===== src/rtl/cnt_dly_counter_core_if.sv =====
`default_nettype none
// ============================================================================
// Module      : cnt_dly_counter_core_if
// Description : Control/status bundle of the CNT/DLY2/FSM0 main counter stage.
//               master : mode/control side (drives i_*, observes o_*)
//               slave  : counter core (observes i_*, drives o_*)
//   i_reset_set_mode     : 0 = load 0 after reset, 1 = load preset D
//   i_data_from_register : preset / reload value D
//   i_is_dly_mode        : DLY function selected (priority over CNT)
//   i_is_cnt_mode        : CNT/FSM function selected
//   i_dly_allow          : DLY count enable, 0 clears the counter
//   i_up / i_keep        : FSM direction / hold request
//   o_counter            : registered counter value
//   o_zero / o_match     : counter == 0 / counter == D
//   o_wrap / o_loaded    : one-cycle overflow-reload / post-reset load pulses
//   o_keeping            : FSM currently holding in KEEP
// Revision    : 1.0 - initial release
// ============================================================================
interface cnt_dly_counter_core_if #(
  parameter int BIT_WIDTH = 14
);
  logic                 i_reset_set_mode;
  logic [BIT_WIDTH-1:0] i_data_from_register;
  logic                 i_is_dly_mode;
  logic                 i_is_cnt_mode;
  logic                 i_dly_allow;
  logic                 i_up;
  logic                 i_keep;
  logic [BIT_WIDTH-1:0] o_counter;
  logic                 o_zero;
  logic                 o_match;
  logic                 o_wrap;
  logic                 o_loaded;
  logic                 o_keeping;

  modport master (
    output i_reset_set_mode, i_data_from_register, i_is_dly_mode,
           i_is_cnt_mode, i_dly_allow, i_up, i_keep,
    input  o_counter, o_zero, o_match, o_wrap, o_loaded, o_keeping
  );

  modport slave (
    input  i_reset_set_mode, i_data_from_register, i_is_dly_mode,
           i_is_cnt_mode, i_dly_allow, i_up, i_keep,
    output o_counter, o_zero, o_match, o_wrap, o_loaded, o_keeping
  );
endinterface
`default_nettype wire


===== src/rtl/cnt_dly_counter_core.sv =====
`default_nettype none
// ============================================================================
// Module      : cnt_dly_counter_core
// Description : Main counter stage of the CNT/DLY2/FSM0 macrocell. Loads the
//               preset (or 0) on the first clock after reset release, then
//               counts in DLY or CNT/FSM mode with wrap/reload, KEEP hold and
//               zero/match decodes for the downstream mode logic.
// Ports       : clk                - selected macrocell clock (posedge)
//               main_counter_reset - asynchronous active-low counter reset
//               bus                - control/status bundle (slave modport)
// Revision    : 1.0 - initial release
// ============================================================================
module cnt_dly_counter_core #(
  parameter int BIT_WIDTH = 14
) (
  input  wire logic              clk,
  input  wire logic              main_counter_reset,
  cnt_dly_counter_core_if.slave  bus
);

  typedef enum logic [1:0] {
    ST_ARMED = 2'd0,
    ST_RUN   = 2'd1,
    ST_KEEP  = 2'd2
  } state_t;

  localparam logic [BIT_WIDTH-1:0] c_zero     = '0;
  localparam logic [BIT_WIDTH-1:0] c_all_ones = '1;

  state_t               r_state;
  state_t               w_state_nxt;
  logic [BIT_WIDTH-1:0] r_counter;
  logic [BIT_WIDTH-1:0] w_counter_nxt;
  logic                 r_wrap;
  logic                 w_wrap_nxt;
  logic                 r_loaded;
  logic                 w_loaded_nxt;
  logic                 w_is_zero;
  logic                 w_is_max;

  assign w_is_zero = (r_counter == c_zero);
  assign w_is_max  = (r_counter == c_all_ones);

  always_ff @(posedge clk or negedge main_counter_reset) begin
    if (!main_counter_reset) begin
      r_state   <= ST_ARMED;
      r_counter <= c_zero;
      r_wrap    <= 1'b0;
      r_loaded  <= 1'b0;
    end else begin
      r_state   <= w_state_nxt;
      r_counter <= w_counter_nxt;
      r_wrap    <= w_wrap_nxt;
      r_loaded  <= w_loaded_nxt;
    end
  end

  always_comb begin
    w_state_nxt   = r_state;
    w_counter_nxt = r_counter;
    w_wrap_nxt    = 1'b0;
    w_loaded_nxt  = 1'b0;
    case (r_state)
      ST_ARMED: begin
        // Control inputs are deliberately ignored on the load edge.
        w_counter_nxt = bus.i_reset_set_mode ? bus.i_data_from_register : c_zero;
        w_loaded_nxt  = 1'b1;
        w_state_nxt   = ST_RUN;
      end
      default: begin
        // RUN and KEEP share one rule set: KEEP re-evaluates the RUN rule on
        // every edge so releasing i_keep takes effect without a dead cycle.
        w_state_nxt = ST_RUN;
        if (bus.i_is_dly_mode) begin
          if (bus.i_dly_allow) begin
            w_counter_nxt = r_counter + 1'b1;
            w_wrap_nxt    = w_is_max;
          end else begin
            w_counter_nxt = c_zero;
          end
        end else if (bus.i_is_cnt_mode) begin
          if (bus.i_up) begin
            if (bus.i_keep) begin
              w_state_nxt = ST_KEEP;
            end else begin
              w_counter_nxt = r_counter + 1'b1;
              w_wrap_nxt    = w_is_max;
            end
          end else if (w_is_zero) begin
            // Down-count reload has priority over a hold request.
            w_counter_nxt = bus.i_data_from_register;
            w_wrap_nxt    = 1'b1;
          end else if (bus.i_keep) begin
            w_state_nxt = ST_KEEP;
          end else begin
            w_counter_nxt = r_counter - 1'b1;
          end
        end
      end
    endcase
  end

  assign bus.o_counter = r_counter;
  assign bus.o_zero    = w_is_zero;
  assign bus.o_match   = (r_counter == bus.i_data_from_register);
  assign bus.o_wrap    = r_wrap;
  assign bus.o_loaded  = r_loaded;
  assign bus.o_keeping = (r_state == ST_KEEP);

endmodule
`default_nettype wire


===== src/flat_wrapper.sv =====
// flat-port wrapper written by rule: the top's interface ports become plain ports
module cnt_dly_counter_core_flat 
#(
  parameter int BIT_WIDTH = 14
)
  (clk, main_counter_reset, bus_i_reset_set_mode, bus_i_data_from_register, bus_i_is_dly_mode, bus_i_is_cnt_mode, bus_i_dly_allow, bus_i_up, bus_i_keep, bus_o_counter, bus_o_zero, bus_o_match, bus_o_wrap, bus_o_loaded, bus_o_keeping);
  cnt_dly_counter_core_if #(.BIT_WIDTH(BIT_WIDTH)) bus_i ();
  input  wire logic clk;
  input  wire logic main_counter_reset;
  input wire logic [$bits(bus_i.i_reset_set_mode)-1:0] bus_i_reset_set_mode;
  input wire logic [$bits(bus_i.i_data_from_register)-1:0] bus_i_data_from_register;
  input wire logic [$bits(bus_i.i_is_dly_mode)-1:0] bus_i_is_dly_mode;
  input wire logic [$bits(bus_i.i_is_cnt_mode)-1:0] bus_i_is_cnt_mode;
  input wire logic [$bits(bus_i.i_dly_allow)-1:0] bus_i_dly_allow;
  input wire logic [$bits(bus_i.i_up)-1:0] bus_i_up;
  input wire logic [$bits(bus_i.i_keep)-1:0] bus_i_keep;
  output wire logic [$bits(bus_i.o_counter)-1:0] bus_o_counter;
  output wire logic [$bits(bus_i.o_zero)-1:0] bus_o_zero;
  output wire logic [$bits(bus_i.o_match)-1:0] bus_o_match;
  output wire logic [$bits(bus_i.o_wrap)-1:0] bus_o_wrap;
  output wire logic [$bits(bus_i.o_loaded)-1:0] bus_o_loaded;
  output wire logic [$bits(bus_i.o_keeping)-1:0] bus_o_keeping;
  assign bus_i.i_reset_set_mode = bus_i_reset_set_mode;
  assign bus_i.i_data_from_register = bus_i_data_from_register;
  assign bus_i.i_is_dly_mode = bus_i_is_dly_mode;
  assign bus_i.i_is_cnt_mode = bus_i_is_cnt_mode;
  assign bus_i.i_dly_allow = bus_i_dly_allow;
  assign bus_i.i_up = bus_i_up;
  assign bus_i.i_keep = bus_i_keep;
  assign bus_o_counter = bus_i.o_counter;
  assign bus_o_zero = bus_i.o_zero;
  assign bus_o_match = bus_i.o_match;
  assign bus_o_wrap = bus_i.o_wrap;
  assign bus_o_loaded = bus_i.o_loaded;
  assign bus_o_keeping = bus_i.o_keeping;
  cnt_dly_counter_core #(.BIT_WIDTH(BIT_WIDTH)) u_core (.clk(clk), .main_counter_reset(main_counter_reset), .bus(bus_i));
endmodule

===== config.mk =====
export PLATFORM = sky130hd
export DESIGN_NAME = cnt_dly_counter_core_flat
export DESIGN_NICKNAME = d
export VERILOG_FILES = /design/src/rtl/cnt_dly_counter_core_if.sv /design/src/rtl/cnt_dly_counter_core.sv /design/src/flat_wrapper.sv
export SDC_FILE = /design/constraint.sdc
export NUM_CORES = 1
export LEC_CHECK = 0
export BUFFER_PORTS_ARGS = -buffer_cell sky130_fd_sc_hd__buf_2
export CORE_MARGIN = 4
export CORE_UTILIZATION = 50
export CTS_BUF_LIST = sky130_fd_sc_hd__clkbuf_4 sky130_fd_sc_hd__clkbuf_8
export CTS_CLUSTER_SIZE = 16
export DETAILED_ROUTE_END_ITERATION = 8
export PLACE_DENSITY_LB_ADDON = 0.25
export SLEW_MARGIN = 5
export SYNTH_ARGS = -nofsm -noshare
export SYNTH_HDL_FRONTEND = slang
export SYNTH_SLANG_ARGS = --single-unit

===== constraint.sdc =====
create_clock -name clk -period 2.9 [get_ports clk]
set_clock_uncertainty 0.05 [all_clocks]
set_input_delay 0.58 -clock clk [delete_from_list [all_inputs] [get_ports clk]]
set_output_delay 0.58 -clock clk [all_outputs]
set_load 0.01 [all_outputs]

==> Word level (Yosys, flattened, before mapping) <==
Cells that the tools add are included.
{ "totals": {"wordCells": 38, "input_bits": 22, "register_bits": 18, "output_inout_bits": 19} }
{ "op_classes": {"mux": 23, "eq_ne": 5, "add_sub_neg": 2, "n_reduce_logical": 4} }
{ "ops": {"columns": ["operator", "n"], "rows": [
  ["14-bit two-way mux", 9],
  ["14-bit by 1-bit adder with 14-bit output, second input constant", 1],
  ["14-bit == test", 1],
  ["14-bit == test, second input constant", 1],
  ["14-bit logical NOT", 1],
  ["14-bit by 1-bit subtractor with 14-bit output, second input constant", 1],
  ["2-bit two-way mux", 6],
  ["1-bit two-way mux", 8],
  ["4-bit by 2-bit inequality test with 1-bit output, second input constant", 1],
  ["4-bit by 3-bit inequality test with 1-bit output, second input constant", 1],
  ["3-bit AND reduction", 1],
  ["3-bit nonzero test", 1],
  ["2-bit == test, second input constant", 1],
  ["2-bit logical NOT", 1]
]} }

==> Longest topological paths before layout <==
Gate-level depths: netlist (run 1).
{ "depth": {"word_depth": 7, "ltp_mapped": 10, "depth_no_buf": 8} }

==> Least setup slack after synthesis (run 1) <==
No wires, ideal clock.
{ "synth_timing": {"path_kind": "register to register", "startpoint": "reg u_core.r_counter[0] (netlist: u_core.bus.o_counter[0])", "endpoint": "reg u_core.r_counter[1] (netlist: u_core.bus.o_counter[1])", "slack_ns": 0.661, "setup_time_ns": 0.130, "synth_period_minus_slack_ns": 2.239, "t_arrival_ns": 2.059, "required_time_ns": 2.720, "n_path_buf": 2, "stages_incl_launch_ff": 11, "path_cell_list": "dfrtp_1 > clkbuf_1 > inv_1 > ha_1 > nor4b_4 > nand4_1 > buf_2 > nand2_1 > o311ai_2 > a222oi_1 > a21oi_1"} }
{ "synth_via": {"elab_chain_len": 7, "word_cells_on_any_way": 13, "cone_classes": "add/sub: 2; eq/ne: 1; mux: 8; reduce/logical: 2"} }
{ "synth_rtl": {"columns": ["element", "line_no", "rtl"], "rows": [
  ["start: declaration", "cnt_dly_counter_core.sv:32", "logic [BIT_WIDTH-1:0] r_counter;"],
  ["start signal: assignment", "cnt_dly_counter_core.sv:47", "r_counter <= c_zero;"],
  ["start signal: assignment", "cnt_dly_counter_core.sv:52", "r_counter <= w_counter_nxt;"],
  ["14-bit by 1-bit subtractor with 14-bit output", "cnt_dly_counter_core.sv:96", "w_counter_nxt = r_counter - 1'b1;"],
  ["14-bit two-way mux", "cnt_dly_counter_core.sv:93", "end else if (bus.i_keep) begin"],
  ["14-bit two-way mux", "cnt_dly_counter_core.sv:89", "end else if (w_is_zero) begin"],
  ["14-bit two-way mux", "cnt_dly_counter_core.sv:82", "if (bus.i_up) begin"],
  ["14-bit two-way mux", "cnt_dly_counter_core.sv:81", "end else if (bus.i_is_cnt_mode) begin"],
  ["14-bit two-way mux", "cnt_dly_counter_core.sv:74", "if (bus.i_is_dly_mode) begin"],
  ["14-bit two-way mux", "cnt_dly_counter_core.sv:63", "case (r_state)"]
]} }
Parallel ways exist; a longest one is shown, timed or not. The select of a mux whose other input is x is not followed.
A chain may end at the register's enable or synchronous reset.

==> Worst setup path after layout (run 1) <==
{ "layout_timing": {"startpoint": "reg u_core.r_counter[0] (netlist: u_core.bus.o_counter[0])", "endpoint": "reg u_core.r_counter[7] (netlist: u_core.bus.o_counter[7])"} }
The elaborated chain is that of the path after synthesis.

==> results of run 1 <==
## cell type report
type / instances / share of cell area
clock buffer: 3 / 0.01884
inverter: 6 / 0.01027
multi-input combinational: 205 / 0.6261
sequential: 18 / 0.2055
tap: 48 / 0.02740
timing repair buffer: 46 / 0.1119
## critical path, stage by stage (launching register included)
cell and delay (ns):
dfrtp_1 0.48, inv_1 0.11, ha_1 0.24, nor4b_4 0.44, nand4_2 0.29, nand2_1 0.22, a21oi_2 0.23, o21ai_0 0.24
o211ai_1 0.11
## routing by layer
metal	part of all wire	up-vias	global-route usage
met1	0.45	960	0.3618
li1	-	985	-
met5	0	-	0
met3	0.088	10	0.05324
met4	0.015	0	0.09574
met2	0.44	92	0.3825
## worst max-delay path by stage
| stage | endpoint | startpoint | cells past startpoint | slack (ns) |
|---|---|---|---|---|
| after floorplan | u_core.bus.o_counter[1]$_DFFE_PN0P_ | u_core.bus.o_counter[0]$_DFFE_PN0P_ | 10 | 0.66 |
| after global placement | u_core.bus.o_counter[7]$_DFFE_PN0P_ | bus_i_up | 7 | 0.47 |
| after detailed placement | u_core.bus.o_counter[12]$_DFFE_PN0P_ | u_core.bus.o_counter[0]$_DFFE_PN0P_ | 8 | 0.40 |
| after CTS | u_core.bus.o_counter[12]$_DFFE_PN0P_ | u_core.bus.o_counter[0]$_DFFE_PN0P_ | 8 | 0.39 |
| after global routing | u_core.bus.o_counter[10]$_DFFE_PN0P_ | u_core.bus.o_counter[0]$_DFFE_PN0P_ | 8 | 0.13 |
| final | u_core.bus.o_counter[7]$_DFFE_PN0P_ | u_core.bus.o_counter[0]$_DFFE_PN0P_ | 8 | 0.37 |
## per-stage QoR
stage | setup slack [ns] | utilization | hold WS [ns] | cells | power (mW)
6_report | 0.3694 | 0.5899 | 0.2042 | 326 | 1.413
5_1_grt | 0.1334 | 0.5899 | 0.2377 | 326 | 1.518
4_1_cts | 0.3907 | 0.5899 | 0.2307 | 326 | 1.403
3_5_place_dp | 0.3992 | 0.5788 | 0.5096 | 323 | 1.218
3_3_place_gp | 0.4684 | 0.5788 | 0.5076 | 323 | 1.212
2_1_floorplan | 0.6609 | - | 0.2344 | 248 | 1.020
## report_power, final
part           switching (mW)  total (mW)  leakage (nW)  internal [mW]
clock                  0.0934       0.186        0.0216         0.0927
combinational           0.417       0.750         0.650          0.332
sequential              0.174       0.477         0.233          0.303
total                   0.685        1.41         0.904          0.728
## layout by cell type (no fill, tap or decap), drive strengths merged, types with 2 or more instances in the layout
cell / Yosys / final
a211oi: 2 / 2
a21boi: 2 / 2
a21oi: 14 / 14
a221oi: 4 / 4
a22o: 2 / 2
a22oi: 2 / 2
a31oi: 4 / 4
a32oi: 2 / 2
and2: 4 / 4
and3: 4 / 4
and4: 2 / 2
buf: 10 / 46
clkbuf: 9 / 3
dfrtp: 18 / 18
ha: 2 / 2
inv: 6 / 6
mux2i: 2 / 2
nand2: 23 / 23
nand3: 7 / 7
nand3b: 2 / 2
nand4: 11 / 11
nor2: 23 / 23
nor3: 12 / 12
nor4: 6 / 6
o211ai: 3 / 3
o21ai: 19 / 19
o21bai: 3 / 3
o22ai: 2 / 2
o31ai: 3 / 3
or3: 4 / 4
or4: 2 / 2
xnor2: 15 / 15
xor2: 8 / 8
## synth_stat cells, types with 3 or more instances
library cell and instances:
nand2_1 22, nor2_1 22, dfrtp_1 18, xnor2_1 15
a21oi_1 13, nor3_1 11, o21ai_1 11, nand4_1 10
clkbuf_1 9, buf_2 8, o21ai_0 8, xor2_1 8
nand3_1 7, inv_1 6, a221oi_1 4, a31oi_1 4
and2_1 4, and3_1 4, nor4_1 4, or3_1 4
o21bai_1 3, o31ai_1 3
## kinds of logic after synthesis
group | Yosys count | share of synthesized area
AOI/OAI and AO/OA | 71 | 0.2474
xor gates and xnor gates | 23 | 0.1037
adders and majority gates | 2 | 0.01288
buffers and inverters | 25 | 0.06121
DFF | 18 | 0.2320
muxes | 3 | 0.01804
and+or+nand+nor | 106 | 0.3247
## state kept, by name, summed over array words and instances, names as in the netlist
signal                cells
u_core.bus.o_counter     14
u_core.bus.o_loaded       1
u_core.bus.o_wrap         1
u_core.r_state            2
==> out/qor.txt, run 1 <==
TritonCTS Buffers = 3
Boundary Pins = 41
Post-CTS Setup Bufs = 0
Hold Crit Class = primary input to async pin
critical path fanouts, max = 17
DRT Pass-1 Iters = 4
TritonCTS clock tree = built
H-tree lvl count = 1
Yosys cell types = 60
status = finished, final reports clean
HPWL after DPL = 4530 µm
Async S/R FF share, synth = 1.000
Post-synth EDFFs = 0
Final min period = 2.531 ns
Cells after Synth = 248
die width = 70.32 µm
r2r setup slk = 0.37 ns
Die Y = 70.32 µm
reg2reg path depth = 8
area delta synth->final = 12.89%
vias post-DR = 2,047
Design Area, Final = 2192 µm²
Root Driver = clkbuf_8
synth warn = 0
crit end category = flop
post-synthesis sequential area ratio = 0.2320
Avg WL per Cell = 18.77 µm
Clock Latency Late Sink = 0.26 ns
final hold violations = 0
CP required = 2.98 ns
Worst-path clk slew = 0.08 ns
nets@finish = 304
multi-input logic area = 1373 µm²
Starting Density = 0.5226
IO Port Bufs = 40
CP Launch Type = flop
period utilization = 0.8726
Worst R2R Start = u_core.bus.o_counter[0]$_DFFE_PN0P_
power per standard cell area = 644.5 nW/µm²
slew of the pin with the lowest slew margin = 0.8041 ns
Area contributors post-synth = dfrtp_1, xnor2_1, nand2_1
diodes inserted = 0
Clock Sinks = 18
total grt overflow = 0
die area = 4945 µm²
Syn Area/Cell = 7.830 µm²
DR iter-0 viols = 158
vias in the first global route = 1,989
cell taking the most area after synthesis = dfrtp_1
row count = 22
setup_tns = 0 ns
Max IR drop VDD = 355.5 µV
CP Class = flop to flop
flops & latches, synth = 18
reg2reg end = u_core.bus.o_counter[7]$_DFFE_PN0P_
share of the synthesized area in the top cell type = 0.2320
routed vias/inst = 6.279
Tot GR Track Use = 0.2568
RSZ-0062 raised after global routing = false
placed cell area = 2151 µm²
Slew headroom = 0.4639
Post-synth top flop = dfrtp_1
core area = 3716 µm²
initial antenna violation count = 0
final WL = 6120 µm
# Max-Cap Violations = 0
Routed Antenna Nets = 0
ratio of cells with drive above 1 in the final layout = 0.2266
register area = 450.4 µm²
final setup fails = 0
Worst EP arrival = 2.61 ns
Net Count, Synth = 272
Leakage = 0.9044 nW
Fmax = 0.3952 GHz
Netlist Area Pre-Place = 1942 µm²
post-cts resize count = 0
CTS Hold Bufs = 0
largest net degree at the start of global routing = 20
DR DRC count = 0
Max clock buf depth = 2
Filler cells = 353
first-pass GRT wire length = 10,220 µm
Final GP Congestion = 0.9783
pins over their slew limit = 0
No activity file was read; power rests on OpenSTA's default activity.
==> inputs of run 2 (changes only) <==
==> constraint.sdc (replaced) <==
create_clock -name clk -period 2.9 [get_ports clk]
set_clock_uncertainty 0.05 [all_clocks]
set_input_delay 0.435 -clock clk [delete_from_list [all_inputs] [get_ports clk]]
set_output_delay 0.435 -clock clk [all_outputs]
set_load 0.01 [all_outputs]
==> out/qor.txt, run 2 (synthesized netlist as in run 1, its figures left out) <==
CP Cell Sequence = inv_1 -> ha_1 -> nor4b_4 -> nand4_2 -> nand2_1 -> a21oi_2 -> a211oi_1 -> a21oi_1
max incr delay on CP = 0.49 ns
TritonCTS Buffers = 3
critical path fanouts, max = 17
switching pwr = 0.7023 mW
Filler cells = 355
initial antenna violation count = 0
core area = 3716 µm²
diodes inserted = 0
routed vias/inst = 6.365
area delta synth->final = 14.37%
IO Port Bufs = 40
Clock Sinks = 18
pins over their slew limit = 0
CP top delay family = simple AND/OR/NAND/NOR gates
CP required = 2.97 ns
Final GP Congestion = 0.9929
Boundary Pins = 41
multi-input logic area = 1373 µm²
row count = 22
worst-path cell with the longest stage delay = dfrtp_1
Clock Latency Late Sink = 0.27 ns
vias post-DR = 2,094
final hold violations = 0
DR iter-0 viols = 189
vias in the first global route = 1,947
HPWL after DPL = 4498 µm
number of flip-flops in the largest register = 14
Critical Path Stages = 8
Post-CTS Setup Bufs = 0
CP Launch Type = flop
status = finished, final reports clean
Reg power frac = 0.318
period utilization = 0.8905
reg2reg path depth = 8
Buf/Inv on CP = 1
# Max-Cap Violations = 0
DRT Pass-1 Iters = 4
register area = 450.4 µm²
power per standard cell area = 660.1 nW/µm²
CP Class = flop to flop
Worst EP arrival = 2.65 ns
slew of the pin with the lowest slew margin = 0.8320 ns
Max clock buf depth = 2
DR DRC count = 0
Starting Density = 0.5226
Avg WL per Cell = 18.84 µm
Max IR drop VDD = 322.2 µV
nets@finish = 306
Root Driver = clkbuf_8
die area = 4945 µm²
Hold Crit Class = primary input to async pin
clock power share = 0.155
CTS Hold Bufs = 0
Die Y = 70.32 µm
Tot GR Track Use = 0.2564
Routed Antenna Nets = 0
commonest non-fill, non-tap cell in the layout = buf_2
H-tree lvl count = 1
post-cts resize count = 0
crit end category = flop
Net Sw Frac = 0.4791
TritonCTS clock tree = built
RSZ-0062 raised after global routing = false
ratio of cells with drive above 1 in the final layout = 0.2349
internal power = 0.7636 mW
combinational power share = 0.527
first-pass GRT wire length = 10,100 µm
die width = 70.32 µm
final WL = 6197 µm
r2r setup slk = 0.32 ns
Final min period = 2.583 ns
Worst-path clk slew = 0.09 ns
Slew headroom = 0.4453
Fmax = 0.3872 GHz
setup_tns = 0 ns
total grt overflow = 0
final setup fails = 0
commonest non-fill, non-tap cells in the layout = buf_2, nor2_1, nand2_1
Power Total = 1.466 mW
Leakage = 0.9217 nW
largest net degree at the start of global routing = 20
[run 2: cell types whose count changed in the layout (fill, tap and decap cells not counted)]
cell / previous run / this run
clkbuf_8: 3 / 4
buf_4: 6 / 8
[run 2: worst paths after layout]
path                                                     start                                   end
setup / recovery           u_core.bus.o_counter[0]$_DFFE_PN0P_   u_core.bus.o_counter[0]$_DFFE_PN0P_
hold / removal                              main_counter_reset   u_core.bus.o_counter[7]$_DFFE_PN0P_
setup reg to reg           u_core.bus.o_counter[0]$_DFFE_PN0P_   u_core.bus.o_counter[0]$_DFFE_PN0P_
hold reg to reg                    u_core.r_state[1]$_DFF_PN0_         u_core.bus.o_loaded$_DFF_PN0_
max in group asynchronous                   main_counter_reset           u_core.r_state[1]$_DFF_PN0_
min in group clk                  bus_i_data_from_register[10]  u_core.bus.o_counter[10]$_DFFE_PN0P_
[run 2: through the flow]
stage / hold slack [ns] / util / setup slack, ns / cell area [µm²] / std cells
floorplan: 0.08941 / - / 0.6609 / 1942 / 248
global placement: 0.3672 / 0.5828 / 0.4758 / 2166 / 325
detailed placement: 0.3619 / 0.5828 / 0.3917 / 2166 / 325
CTS: 0.07341 / 0.5976 / 0.3651 / 2221 / 329
global route: 0.08193 / 0.5976 / 0.09494 / 2221 / 329
finish: 0.05379 / 0.5976 / 0.3174 / 2221 / 329
[run 2: layer usage]
| metal | vias up | GRT usage | part of all wire |
|---|---|---|---|
| met5 | - | 0 | 0 |
| met4 | 0 | 0.08298 | 0.016 |
| met3 | 9 | 0.03309 | 0.087 |
| met2 | 121 | 0.3805 | 0.45 |
| met1 | 973 | 0.3795 | 0.45 |
| li1 | 991 | - | - |
[run 2: cell type report]
type / instances / area share
Tap cell: 48 / 0.02704
Sequential cell: 18 / 0.2028
Multi-Input combinational cell: 205 / 0.6180
Timing Repair Buffer: 48 / 0.1172
Inverter: 6 / 0.01014
Clock buffer: 4 / 0.02479
[run 2: power by group through the flow]
| stage | combinational, mW | sequential (mW) | clock [mW] |
|---|---|---|---|
| final | 0.773 | 0.466 | 0.227 |
| after global routing | 0.844 | 0.483 | 0.238 |
| after CTS | 0.766 | 0.459 | 0.224 |
| after detailed placement | 0.759 | 0.463 | 0 |
| after global placement | 0.760 | 0.462 | 0 |
| after floorplan | 0.639 | 0.381 | 0 |
